$ cat src/rtl/loader_pkg.sv
// Shared definitions for the program loader.
//   loader_state_e  : loader FSM states
//   LOADER_BYTE_W   : width of one stream byte
//   LOADER_CKSUM_W  : width of the image checksum accumulator
package loader_pkg;

  localparam int unsigned LOADER_BYTE_W  = 8;
  localparam int unsigned LOADER_CKSUM_W = 8;

  typedef enum logic [2:0] {
    StIdle,
    StGetCnt,
    StGetHi,
    StGetLo,
    StWrite,
    StCheck,
    StStart,
    StError
  } loader_state_e;

endpackage

$ cat src/rtl/loader_cksum.sv
// Running 8-bit checksum over the accepted stream bytes.
//   clk, reset : clock, asynchronous active-high reset
//   clear      : restart the sum at zero (new load)
//   add        : a byte is accepted this cycle
//   data       : the byte being accepted
//   ok         : sum, including any byte added this cycle, is zero
module loader_cksum
  import loader_pkg::*;
(
  input  logic                     clk,
  input  logic                     reset,
  input  logic                     clear,
  input  logic                     add,
  input  logic [LOADER_BYTE_W-1:0] data,
  output logic                     ok
);

  logic [LOADER_CKSUM_W-1:0] sum_q, sum_d;

  always_comb begin
    sum_d = sum_q;
    if (clear) begin
      sum_d = '0;
    end else if (add) begin
      sum_d = sum_q + LOADER_CKSUM_W'(data);
    end
  end

  // Looks through the byte being added so the FSM can decide in the same
  // cycle that it accepts the checksum byte.
  assign ok = (sum_d == '0);

  always_ff @(posedge clk or posedge reset) begin
    if (reset) begin
      sum_q <= '0;
    end else begin
      sum_q <= sum_d;
    end
  end

endmodule

$ cat src/rtl/program_loader.sv
// Byte-stream program loader for the six-instruction processor.
// Receives: count byte N (0 = full depth), N words high byte first, and,
// when PROGRAM_LOADER_CHECKSUM_EN is defined, a trailing checksum byte that
// makes the 8-bit sum of the whole image zero.
//   clk, reset            : clock, asynchronous active-high reset
//   load_req              : begin a load (ignored while busy)
//   in_data/valid/ready   : byte stream handshake
//   i_wr_en/addr/data     : instruction-memory write port
//   proc_reset, start     : processor hold and one-cycle release pulse
//   busy, done, error     : load status (done/error sticky until load_req)
//   words_loaded          : words written in the current/last load
module program_loader
  import loader_pkg::*;
#(
  parameter int unsigned ADDR_W = 8,
  parameter int unsigned DATA_W = 16
) (
  input  logic                     clk,
  input  logic                     reset,
  input  logic                     load_req,
  input  logic [LOADER_BYTE_W-1:0] in_data,
  input  logic                     in_valid,
  output logic                     in_ready,
  output logic                     i_wr_en,
  output logic [ADDR_W-1:0]        i_wr_addr,
  output logic [DATA_W-1:0]        i_wr_data,
  output logic                     proc_reset,
  output logic                     start,
  output logic                     busy,
  output logic                     done,
  output logic                     error,
  output logic [ADDR_W:0]          words_loaded
);

  loader_state_e state_q, state_d;

  logic [ADDR_W:0]            cnt_q, cnt_d;
  logic [ADDR_W:0]            words_q, words_d;
  logic [LOADER_BYTE_W-1:0]   hi_q, hi_d;
  logic                       wr_en_q, wr_en_d;
  logic [ADDR_W-1:0]          wr_addr_q, wr_addr_d;
  logic [DATA_W-1:0]          wr_data_q, wr_data_d;
  logic                       proc_reset_q, proc_reset_d;
  logic                       start_q, start_d;
  logic                       done_q, done_d;
  logic                       accept;

  // Count byte 0 means 256 words; anything beyond the memory depth is clipped
  // so the write address can never wrap.
  function automatic logic [ADDR_W:0] count_decode(input logic [LOADER_BYTE_W-1:0] b);
    int unsigned n;
    n = (b == '0) ? 32'd256 : 32'(b);
    if (n > (32'd1 << ADDR_W)) n = 32'd1 << ADDR_W;
    return n[ADDR_W:0];
  endfunction

  // Moore decodes of the state register only: no input-to-output path.
  assign in_ready = (state_q == StGetCnt) || (state_q == StGetHi) ||
                    (state_q == StGetLo)  || (state_q == StCheck);
  assign busy     = (state_q != StIdle);
  assign accept   = in_valid && in_ready;

`ifdef PROGRAM_LOADER_CHECKSUM_EN
  logic error_q, error_d;
  logic cks_ok;

  loader_cksum u_cksum (
    .clk   (clk),
    .reset (reset),
    .clear ((state_q == StIdle) && load_req),
    .add   (accept),
    .data  (in_data),
    .ok    (cks_ok)
  );
`endif

  always_comb begin
    state_d      = state_q;
    cnt_d        = cnt_q;
    words_d      = words_q;
    hi_d         = hi_q;
    wr_en_d      = 1'b0;
    wr_addr_d    = wr_addr_q;
    wr_data_d    = wr_data_q;
    proc_reset_d = proc_reset_q;
    start_d      = 1'b0;
    done_d       = done_q;
`ifdef PROGRAM_LOADER_CHECKSUM_EN
    error_d      = error_q;
`endif

    unique case (state_q)
      StIdle: begin
        if (load_req) begin
          state_d      = StGetCnt;
          done_d       = 1'b0;
          words_d      = '0;
          proc_reset_d = 1'b1;
`ifdef PROGRAM_LOADER_CHECKSUM_EN
          error_d      = 1'b0;
`endif
        end
      end
      StGetCnt: begin
        if (accept) begin
          cnt_d   = count_decode(in_data);
          state_d = StGetHi;
        end
      end
      StGetHi: begin
        if (accept) begin
          hi_d    = in_data;
          state_d = StGetLo;
        end
      end
      StGetLo: begin
        if (accept) begin
          wr_en_d   = 1'b1;
          wr_addr_d = words_q[ADDR_W-1:0];
          wr_data_d = DATA_W'({hi_q, in_data});
          state_d   = StWrite;
        end
      end
      StWrite: begin
        words_d = words_q + 1'b1;
        if (words_d == cnt_q) begin
`ifdef PROGRAM_LOADER_CHECKSUM_EN
          state_d      = StCheck;
`else
          state_d      = StStart;
          start_d      = 1'b1;
          proc_reset_d = 1'b0;
`endif
        end else begin
          state_d = StGetHi;
        end
      end
`ifdef PROGRAM_LOADER_CHECKSUM_EN
      StCheck: begin
        if (accept) begin
          if (cks_ok) begin
            state_d      = StStart;
            start_d      = 1'b1;
            proc_reset_d = 1'b0;
          end else begin
            state_d = StError;
          end
        end
      end
      StError: begin
        error_d = 1'b1;
        state_d = StIdle;
      end
`endif
      StStart: begin
        done_d  = 1'b1;
        state_d = StIdle;
      end
      default: state_d = StIdle;
    endcase
  end

  always_ff @(posedge clk or posedge reset) begin
    if (reset) begin
      state_q      <= StIdle;
      cnt_q        <= '0;
      words_q      <= '0;
      hi_q         <= '0;
      wr_en_q      <= 1'b0;
      wr_addr_q    <= '0;
      wr_data_q    <= '0;
      proc_reset_q <= 1'b1;
      start_q      <= 1'b0;
      done_q       <= 1'b0;
    end else begin
      state_q      <= state_d;
      cnt_q        <= cnt_d;
      words_q      <= words_d;
      hi_q         <= hi_d;
      wr_en_q      <= wr_en_d;
      wr_addr_q    <= wr_addr_d;
      wr_data_q    <= wr_data_d;
      proc_reset_q <= proc_reset_d;
      start_q      <= start_d;
      done_q       <= done_d;
    end
  end

`ifdef PROGRAM_LOADER_CHECKSUM_EN
  always_ff @(posedge clk or posedge reset) begin
    if (reset) begin
      error_q <= 1'b0;
    end else begin
      error_q <= error_d;
    end
  end
  assign error = error_q;
`else
  assign error = 1'b0;
`endif

  assign i_wr_en      = wr_en_q;
  assign i_wr_addr    = wr_addr_q;
  assign i_wr_data    = wr_data_q;
  assign proc_reset   = proc_reset_q;
  assign start        = start_q;
  assign done         = done_q;
  assign words_loaded = words_q;

endmodule

$ cat config.mk
export PLATFORM = sky130hd
export DESIGN_NAME = program_loader
export DESIGN_NICKNAME = d
export VERILOG_FILES = /design/src/rtl/loader_pkg.sv /design/src/rtl/loader_cksum.sv /design/src/rtl/program_loader.sv
export SDC_FILE = /design/constraint.sdc
export NUM_CORES = 1
export LEC_CHECK = 0
export CAP_MARGIN = 0
export CELL_PAD_IN_SITES_DETAIL_PLACEMENT = 1
export CELL_PAD_IN_SITES_GLOBAL_PLACEMENT = 2
export CORE_MARGIN = 4
export CORE_UTILIZATION = 33
export DETAILED_ROUTE_END_ITERATION = 10
export PLACE_DENSITY_LB_ADDON = 0.1
export SLEW_MARGIN = 10
export SYNTH_ARGS = -nofsm -noshare
export SYNTH_HDL_FRONTEND = slang
export SYNTH_HIERARCHICAL = 1
export SYNTH_SLANG_ARGS = --single-unit
$ cat constraint.sdc
create_clock -name clk -period 4.08 [get_ports clk]
set_input_delay 0.408 -clock clk [delete_from_list [all_inputs] [get_ports clk]]
set_output_delay 0.408 -clock clk [all_outputs]
set_load 0.02 [all_outputs]
# After elaboration in Yosys (flattened, before gate mapping)
# Cells that the tools add are included.
[totals]
register_bits = 57
input_bits = 12
wordCells = 59
[classes]
n_addsub = 1
order_cmp = 1
n_eq_ne = 12
n_mux = 19
reduce_logical = 16
[ops]
columns = ["operator", "n"]
rows = [
  ["$mux 9", 3],
  ["$pmux 9 s2", 1],
  ["$mux 3", 5],
  ["$pmux 3 s5", 1],
  ["$ne 2x2->1 const B", 5],
  ["$reduce_and 2->1", 5],
  ["$add 9x1->9 const B", 1],
  ["$eq 3x3->1 const B", 3],
  ["$eq 9x9->1", 1],
  ["$gt 9x9->1 const B", 1],
  ["$logic_not 8->1", 1],
  ["$mux 1", 7],
  ["$eq 3x2->1 const B", 2],
  ["$pmux 1 s2", 2],
  ["$reduce_and 4->1", 1],
  ["$reduce_bool 2->1", 2],
  ["$eq 3x1->1 const B", 1],
  ["$logic_not 3->1", 1],
  ["$logic_or 1x1->1", 3],
  ["$reduce_and 3->1", 1],
  ["$reduce_bool 3->1", 1],
  ["$logic_and 1x1->1", 1],
]

# Logic depth before layout (Yosys ltp)
# Gate-level depths: netlist (run 1).
[depth]
depth_word = 7
depth_mapped = 7

# Least setup slack after synthesis (run 1)
# No wires, ideal clock.
[synth_timing]
path_type = "reg-to-reg"
startpoint = "reg words_q[0] (netlist: words_loaded[0])"
endpoint = "reg state_q[2]"
setup_ns = 0.065
arrival_ns = 2.117
required_ns = 4.015
slack_ns = 1.898
path_stages_with_launch = 8
synth_period_minus_slack_ns = 2.182
path_cell_list = "dfrtp_1 ha_1 buf_4 nand2_4 or3b_1 o32a_1 a2111oi_4 or2_1"
[synth_via]
elab_chain_len = 4
[synth_rtl]
columns = ["element", "line_no", "source"]
rows = [
  ["from (decl)", "program_loader.sv:38", "logic [ADDR_W:0] words_q, words_d;"],
  ["from (signal assigned)", "program_loader.sv:178", "words_q <= words_d;"],
  ["$add 9x1->9", "program_loader.sv:125", "words_d = words_q + 1'b1;"],
  ["$eq 9x9->1", "program_loader.sv:126", "if (words_d == cnt_q) begin"],
  ["$mux 3", "program_loader.sv:126", ""],
  ["$pmux 3 s5", "program_loader.sv:92", "unique case (state_q)"],
  ["to (signal assigned)", "program_loader.sv:165", "state_q <= StIdle;"],
  ["to (signal assigned)", "program_loader.sv:176", "state_q <= state_d;"],
  ["to (decl)", "program_loader.sv:35", "loader_state_e state_q, state_d;"],
]
# No other way between the ends.
# A chain may end at the register's enable or synchronous reset.

# Worst setup path in the final report (run 1)
# Ends and elaborated chain as after synthesis.

==> results of run 1 <==
cell families (layout without fill, tap and decap cells):
group                    after synthesis  in the layout  share of synthesized area (%)
flip-flops                            57             57                           54.9
AND/OR/NAND/NOR                       43             43                           9.38
multiplexers                          40             40                           17.3
AO/OA/AOI/OAI                         35             35                           9.34
buffers and inverters                 18             73                           3.46
XOR/XNOR                              14             14                           5.01
adder cells (fa/ha/maj)                1              1                          0.481
other                                  1              1                          0.144
cell usage in the layout (no fill, tap or decap), types with 2 or more instances in the layout:
master	n
inv_1	4
clkbuf_8	10
and3_1	2
mux2_2	11
nor4_1	2
and2_1	2
nand4_1	4
xnor2_1	8
nand2_1	10
clkinv_2	2
o41ai_1	2
o21ai_1	4
mux2_1	28
xor2_1	5
o31ai_1	2
or3_1	2
o21ai_0	10
dfrtp_1	56
clkdlybuf4s50_1	50
nand3_1	3
inv_2	2
o22ai_1	2
nor2_1	9
a21oi_1	5
buf_4	2
worst paths after layout:
check / from / end / slack [ns] / cells past startpoint
max: words_loaded[0]$_DFFE_PP0P_ / state_q[2]$_DFFE_PP0P_ / 1.73 / 6
min: i_wr_data[0]$_DFFE_PP0P_ / i_wr_data[0]$_DFFE_PP0P_ / 0.49 / 1
max reg2reg: words_loaded[0]$_DFFE_PP0P_ / state_q[2]$_DFFE_PP0P_ / 1.73 / 6
min reg2reg: i_wr_data[0]$_DFFE_PP0P_ / i_wr_data[0]$_DFFE_PP0P_ / 0.49 / 1
max in group asynchronous: reset / proc_reset$_DFFE_PP1P_ / 2.71 / 3
min in group asynchronous: reset / i_wr_addr[4]$_DFFE_PP0P_ / 0.53 / 2
power by group:
part	internal [mW]	switching, mW	total, mW	leakage [nW]
clock	0.294	0.232	0.525	0.0981
combinational	0.453	0.429	0.882	0.621
sequential	0.774	0.161	0.935	0.720
state kept, by name (all words and copies together) (netlist names), 3 cells and up:
register      flops
cnt_q             9
hi_q              8
i_wr_addr         8
i_wr_data        16
state_q           3
words_loaded      9
stage by stage:
step | worst slack (ns) | cells | hold WS, ns | utilization [%]
3_3_place_gp | 1.67 | 351 | 0.466 | 41.4
3_5_place_dp | 1.66 | 351 | 0.478 | 41.4
5_1_grt | 1.55 | 366 | 0.505 | 43.9
6_report | 1.73 | 366 | 0.486 | 43.9
2_1_floorplan | 1.90 | 209 | 0.460 | -
4_1_cts | 1.70 | 366 | 0.489 | 43.9
layout make-up:
cell class              count  area share (%)
repair buffers             52            15.3
clock inverters             5            1.67
flip-flops and latches     57            42.3
inverters                   6           0.667
multi-input cells         134            32.2
well taps                 102            3.78
clock buffers              10            4.08
per-layer routing:
layer / GRT usage [%] / part of all wire (%) / vias up
met5: 0 / 0 / -
met4: 6.16 / 1.8 / 0
met3: 3.68 / 4.1 / 13
met2: 22.4 / 47 / 37
met1: 18.2 / 47 / 910
li1: - / - / 843
worst max-delay path, delay by kind of cell (launching register included):
kind	cells	cell delay, ns
AND/OR/NAND/NOR	3	0.62
adder cells (fa/ha/maj)	1	0.44
flip-flops	1	0.50
AO/OA/AOI/OAI	2	0.74
==> results.yml, run 1 <==
sta:
  finalCritPeriodShare_pct: 57.5
  rsz0062_at_grt: "false"
  fin_setup_tns_ns: 0
  clock_skew_ns: 0.0118
  setup-violations-final: 0
  relSlewSlack_pct: 48.0
  max_freq_ghz: 0.426
  finalCriticalPeriod_ns: 2.35
  hold_viol_final: 0
  tightest_slew_ns: 0.778
  maxSlewViolCount: 0
setup_path:
  worst-path-max-fanout: 9
  critical_path_arrival_ns: 2.61
  crit_chain: "ha_1 -> nand2_4 -> or3b_1 -> o32a_1 -> a2111oi_4 -> or2_1"
  cp-end-kind: "register"
  cp_slowest_cell: "dfrtp_1"
  required_ns: 4.35
  critPathLaunchType: "register"
  cp_slowest_stage_delay_ns: 0.50
  path_class: "reg2reg"
synthesis:
  synth_warnings: 6
  synth_most_common_cell: "dfrtp_1"
  synth_area_leaders: "dfrtp_1 54%, mux2_1 12%, mux2_2 4.8%, xnor2_1 2.7%, o21ai_0 1.9%"
  yosysTopAreaCell: "dfrtp_1"
  syn_inst: 209
  ys_ff_latch: 57
  syn_avg_cell_area_um2: 12.4
  synth_edf_count: 0
  async_flop_share_pct: 100
  ys.flop_type: "dfrtp_1"
  synth_top_area_share_pct: 53.9
  syn_nets: 222
  synthTopCellsByCount: "56 x dfrtp_1, 28 x mux2_1, 11 x mux2_2, 10 x nand2_1, 10 x o21ai_0"
  ys_types: 48
  syn_area_um2: 2600
  ys_seq_area_share_pct: 54.9
layout:
  finalInstanceArea_um2: 3380
  fill_cells: 856
  area_growth_pct: 29.8
  seq_area_um2: 1430
  diodes: 0
  layout-drive-gt1-share_pct: 14.4
  multi_input_area_um2: 1090
  num-nets-final: 273
clock_tree:
  clk_pin_slew_worst_paths_ns: 0.07
  cts_root_buf: "clkbuf_8"
  cts_buffers: 9
  cts_sinks: 57
  htreeDepth: 3
  cts_setup_buffers: 0
  tritoncts: "done"
  holdBufCountCts: 0
  cts.path.max_buffers: 2
  cts_resized: 0
  clock_latency_ns: 0.34
hold_path:
  hold_class: "reg2reg"
run_status:
  status: "finished clean"
global_routing:
  grtUsageTotal_pct: 14.1
  grt_pass1_vias: 1945
  overflow: 0
  antenna_found_initial: 0
  grt_pass1_wl_mm: 10.4
  grt_start_max_net_pins: 37
floorplan:
  die_x_um: 96.8
  core_um2: 7690
  rows: 32
  io_pins: 52
  die_y_um: 96.8
  start_util_pct: 33.8
  die_area_um2: 9360
flow_run:
  max_cap_viol_count: 0
placed_design:
  placed_area_um2: 3180
  gp_congestion: 0.798
  dp_hpwl_mm: 4.32
  port_buffers: 50
power_and_ir_drop:
  power_per_cell_area_nw_per_um2: 694
  p_leak_nw: 1.44
  vdd_drop_max_v: 0.000352
  total_power_mw: 2.34
drt:
  drtIter0Drc: 40
  routed_wl_mm: 6.21
  route.detailed.drc: 0
  avgViaCountPerCell: 4.93
  postRouteAntennaNets: 0
  via_count: 1803
  dr.pass1.iters: 4
  wl_per_cell_um: 17.0
Power figures use the tool's default switching activity.
==> run 2: changes to the inputs <==
clock period = 2.4 ns   (was 4.08 ns; I/O delays follow)
==> run 2 against run 1 <==
  * Clock power grew 48%
  * Largest cell class unchanged
  * Clock skew decreased by 0.0015 ns
  * Core utilization up 0.76 points
  * Maximum frequency rose by 9.2%
  * Power is 66% higher
  * Routed wire length grew 0.64%
  * Combinational power increased by 75%
  * Non-clock buffer count is 9 higher
==> results.yml, run 2 (synthesis results as in run 1) <==
run_status:
  status: "finished clean"
drt:
  dr.pass1.iters: 4
  avgViaCountPerCell: 4.91
  postRouteAntennaNets: 0
  routed_wl_mm: 6.25
  drtIter0Drc: 40
  via_count: 1846
  wl_per_cell_um: 16.6
  route.detailed.drc: 0
clock_tree:
  cts_root_buf: "clkbuf_8"
  cts_sinks: 57
  clock_latency_ns: 0.34
  htreeDepth: 3
  holdBufCountCts: 0
  cts_resized: 0
  cts_buffers: 9
  clk_pin_slew_worst_paths_ns: 0.07
  cts_setup_buffers: 0
  tritoncts: "done"
  cts.path.max_buffers: 2
flow_run:
  max_cap_viol_count: 0
layout:
  fill_cells: 844
  layout.cells.non_filler: 376
  layout-drive-gt1-share_pct: 17.2
  diodes: 0
  final_cell_mix: "56 x dfrtp_1, 50 x clkdlybuf4s50_1, 28 x mux2_1, 11 x mux2_2"
  largest_reg_flops: 16
  area_growth_pct: 32.1
  final_common_cell: "dfrtp_1"
  num-nets-final: 282
sta:
  setup-violations-final: 0
  finalCriticalPeriod_ns: 2.15
  finalCritPeriodShare_pct: 89.5
  clock_skew_ns: 0.0103
  rsz0062_at_grt: "false"
  relSlewSlack_pct: 54.6
  maxSlewViolCount: 0
  tightest_slew_ns: 0.676
  max_freq_ghz: 0.466
  fin_setup_tns_ns: 0
  hold_viol_final: 0
global_routing:
  grt_pass1_vias: 2020
  grt_start_max_net_pins: 39
  grt_pass1_wl_mm: 10.9
  overflow: 0
  grtUsageTotal_pct: 14.6
  antenna_found_initial: 0
setup_path:
  path_class: "reg2reg"
  critical_path_arrival_ns: 2.42
  r2r_setup_slack_ns: 0.25
  worst-path-max-fanout: 9
  required_ns: 2.67
  cp-end-kind: "register"
  critPathLaunchType: "register"
floorplan:
  die_y_um: 96.8
  die_x_um: 96.8
  core_um2: 7690
  die_area_um2: 9360
  start_util_pct: 33.8
  io_pins: 52
  rows: 32
placed_design:
  dp_hpwl_mm: 4.55
  gp_congestion: 0.839
  port_buffers: 50
  dp_cells: 360
power_and_ir_drop:
  vdd_drop_max_v: 0.000687
  p_leak_nw: 1.47
  power_per_cell_area_nw_per_um2: 1130
hold_path:
  hold_class: "in2async"
[run 2: cell count changes in the layout (fill, tap and decap cells not counted), sizes merged]
cell / delta
buf: +9
bufinv: -1
clkinvlp: +2
[run 2: layout make-up]
| class | instances | area, µm² | area share [%] |
|---|---|---|---|
| sequential | 57 | 1430 | 41.6 |
| tap | 102 | 128 | 3.72 |
| clock buffer | 10 | 128 | 3.72 |
| timing repair buffer | 61 | 596 | 17.3 |
| inverter | 6 | 22.5 | 0.656 |
| clock inverter | 6 | 45.0 | 1.31 |
| multi-input combinational | 134 | 1090 | 31.7 |
[run 2: where the power goes]
group          internal (mW)  switching (mW)  total [mW]
Sequential              1.32           0.262        1.58
Clock                  0.375           0.401       0.776
Combinational          0.794           0.748        1.54
Total                   2.49            1.41        3.90
[run 2: per-layer routing]
layer	wire [µm]	GRT usage, %
met5	0	0
met4	96	4.21
met3	283	4.97
met2	3070	23.8
met1	2800	18.5
[run 2: worst paths after layout]
check	start	end	cells after the start
setup / recovery	words_loaded[0]$_DFFE_PP0P_	state_q[2]$_DFFE_PP0P_	6
hold / removal	reset	i_wr_data[13]$_DFFE_PP0P_	2
setup reg to reg	words_loaded[0]$_DFFE_PP0P_	state_q[2]$_DFFE_PP0P_	6
hold reg to reg	i_wr_data[3]$_DFFE_PP0P_	i_wr_data[3]$_DFFE_PP0P_	1
max in group asynchronous	reset	proc_reset$_DFFE_PP1P_	3
min in group clk	i_wr_data[3]$_DFFE_PP0P_	i_wr_data[3]$_DFFE_PP0P_	1
[run 2: through the flow]
stage | util [%] | hold WS (ns) | cell area (µm²) | total power [mW] | worst slack (ns)
after floorplan | - | 0.335 | 2600 | 2.48 | 0.218
after global placement | 42.4 | 0.468 | 3260 | 3.15 | 0.329
after detailed placement | 42.4 | 0.474 | 3260 | 3.17 | 0.265
after CTS | 44.7 | 0.227 | 3430 | 3.98 | 0.248
after global routing | 44.7 | 0.242 | 3430 | 4.20 | 0.138
final | 44.7 | 0.225 | 3430 | 3.90 | 0.252
[run 2: critical path: stages (launching register included)]
cell and delay (ns):
dfrtp_1 0.49, ha_1 0.26, nand2_4 0.07, or3b_1 0.38, o32a_1 0.33, a2111oi_4 0.41, or2_1 0.15
==> run 3: changes to the inputs <==
ABC_AREA = 1   (was unset)
CORE_UTILIZATION = 37   (was 33)
DONT_BUFFER_PORTS = 1   (was unset)
==> run 3 against run 2 <==
  * Critical path depth grew 3
  * Die area shrank 12%
  * Sequential share of layout area is 8.8 points higher
  * Worst hold slack worse by 0.15 ns
  * Synthesized area fell by 2.7%
  * Non-clock buffer count shrank 58
  * First-iteration DRC count increased by 110%
  * Critical path type unchanged
  * Critical endpoint unchanged
  * Largest power group unchanged
  * Highest routed layer unchanged
==> results.yml, run 3 <==
synthesis:
  ys_types: 31
  ys.flop_type: "dfrtp_1"
  ys_ff_latch: 57
  ys_seq_area_share_pct: 56.5
  syn_area_um2: 2530
  synthTopCellsByCount: "96 x nand2_1, 56 x dfrtp_1, 29 x inv_1, 22 x o21ai_0, 16 x o21ai_1"
  synth_top_area_share_pct: 55.4
  syn_avg_cell_area_um2: 8.63
  synth_most_common_cell: "nand2_1"
  syn_inst: 293
  synth_area_leaders: "dfrtp_1 55%, nand2_1 14%, o21ai_0 4.4%, inv_1 4.3%, o21ai_1 3.2%"
  synth_edf_count: 0
  yosysTopAreaCell: "dfrtp_1"
  syn_nets: 306
  synth_warnings: 6
  async_flop_share_pct: 100
setup_path:
  crit_top_cell: "nand2_1"
  required_ns: 2.65
  cp-end-kind: "register"
  worst-path-max-fanout: 7
  critical_path_arrival_ns: 2.24
  path_class: "reg2reg"
  cp_slowest_cell: "dfrtp_1"
  cp_slowest_stage_delay_ns: 0.61
  critPathLaunchType: "register"
  crit_chain: "ha_1 -> nand2_2 -> o21ai_1 -> nand2_1 -> nand2_1 -> nand2_1 -> nor2_1 -> nand4_1 -> a21oi_1"
floorplan:
  die_x_um: 90.7
  rows: 29
  die_y_um: 90.7
  die_area_um2: 8220
  io_pins: 52
  core_um2: 6490
  start_util_pct: 38.9
global_routing:
  antenna_found_initial: 0
  grt_pass1_wl_mm: 10.6
  grt.busiest_layer: "met2"
  overflow: 0
  grt_start_max_net_pins: 41
  grtUsageMet3_pct: 5.67
  grtUsageTotal_pct: 16.2
  use_met2_pct: 25.6
  grt_pass1_vias: 2064
  use_met1_pct: 20.4
placed_design:
  dp_hpwl_mm: 4.60
  port_buffers: 0
  gp_congestion: 0.783
  dpl_worst_slack_ns: 0.415
clock_tree:
  tritoncts: "done"
  cts_buffers: 9
  htreeDepth: 3
  cts.path.max_buffers: 2
  clk_pin_slew_worst_paths_ns: 0.07
  cts_sinks: 57
  clock_latency_ns: 0.32
  cts_setup_buffers: 0
  cts_root_buf: "clkbuf_8"
  cts_resized: 0
  holdBufCountCts: 1
flow_run:
  max_cap_viol_count: 0
sta:
  setup-violations-final: 0
  maxSlewViolCount: 0
  hold_viol_final: 0
  clock_skew_ns: 0.00656
  relSlewSlack_pct: 56.1
  finalCriticalPeriod_ns: 1.99
  layout_setup_ws_ns: 0.410
  rsz0062_at_grt: "false"
  finalCritPeriodShare_pct: 82.9
  tightest_slew_ns: 0.651
  max_freq_ghz: 0.502
  fin_setup_tns_ns: 0
drt:
  dr.pass1.iters: 4
  wl_per_cell_um: 16.2
  via_count: 1917
  routed_wl_mm: 6.19
  avgViaCountPerCell: 5.03
  drtIter0Drc: 86
  route.detailed.drc: 0
  postRouteAntennaNets: 0
layout:
  largest_reg_flops: 16
  final_common_cell: "nand2_1"
  num-nets-final: 312
  fill_cells: 782
  layout-drive-gt1-share_pct: 11.2
  final_cell_mix: "96 x nand2_1, 56 x dfrtp_1, 28 x inv_1, 22 x o21ai_0, 16 x o21ai_1"
  area_growth_pct: 12.0
  diodes: 0
hold_path:
  hold_class: "in2reg"
power_and_ir_drop:
  p_leak_nw: 1.35
  power_per_cell_area_nw_per_um2: 1290
  vdd_drop_max_v: 0.000511
run_status:
  status: "finished clean"
[run 3: cell types whose count changed in the layout (fill, tap and decap cells not counted), sizes merged, moves of 8 or more]
cell and delta:
inv +27, nand2 +87, mux2 -39, clkdlybuf4s50 -50, o21ai +25, buf -9, nand3 +10, nor2 +8
[run 3: area by class of cell]
| cell class | count | area, µm² | share of cell area [%] |
|---|---|---|---|
| Multi-Input combinational cell | 195 | 931 | 32.9 |
| Clock inverter | 5 | 77.6 | 2.74 |
| Inverter | 33 | 124 | 4.37 |
| Tap cell | 77 | 96.3 | 3.40 |
| Timing Repair Buffer | 3 | 25.0 | 0.883 |
| Sequential cell | 57 | 1430 | 50.4 |
| Clock buffer | 11 | 151 | 5.34 |
[run 3: kinds of logic after synthesis]
family | synth area share [%]
simple gates | 23.8
flops | 56.5
compound gates | 11.7
buf+inv | 6.73
xor+xnor | 0.693
fa+ha+maj | 0.495
other cells | 0.148
[run 3: power by group]
group          switching, mW  internal (mW)
clock network          0.387          0.638
logic                  0.537          0.275
registers              0.500           1.31
total                   1.42           2.22
[run 3: path summary, 6_finish.rpt]
kind	slack, ns	to	start	cells after the start
hold reg to reg	0.48	i_wr_data[8]$_DFFE_PP0P_	hi_q[0]$_DFFE_PP0P_	2
hold / removal	0.07	i_wr_data[7]$_DFFE_PP0P_	in_data[7]	2
min in group asynchronous	0.37	i_wr_data[14]$_DFFE_PP0P_	reset	2
setup reg to reg	0.41	state_q[2]$_DFFE_PP0P_	words_loaded[0]$_DFFE_PP0P_	9
max in group asynchronous	1.32	proc_reset$_DFFE_PP1P_	reset	3
setup / recovery	0.41	state_q[2]$_DFFE_PP0P_	words_loaded[0]$_DFFE_PP0P_	9
[run 3: metrics by stage]
step           power, mW  hold WS (ns)  util [%]  area (µm²)  cells
2_1_floorplan       2.42         0.385         -        2530    293
3_3_place_gp        2.62         0.160      39.9        2590    364
3_5_place_dp        2.65         0.160      39.9        2590    364
4_1_cts             3.70        0.0591      43.6        2830    381
5_1_grt             3.92         0.104      43.6        2830    381
6_report            3.64        0.0738      43.6        2830    381
[run 3: routing by layer]
layer / part of all wire (%) / wire [µm]
met1: 45 / 2760
met5: 0 / 0
met3: 6.5 / 405
met2: 48 / 2970
met4: 0.79 / 49
[run 3: worst max-delay path, delay by kind of cell (launching register included)]
family          cells  cell delay (ns)
flops               1             0.61
compound gates      2             0.40
fa+ha+maj           1             0.26
simple gates        6             0.64
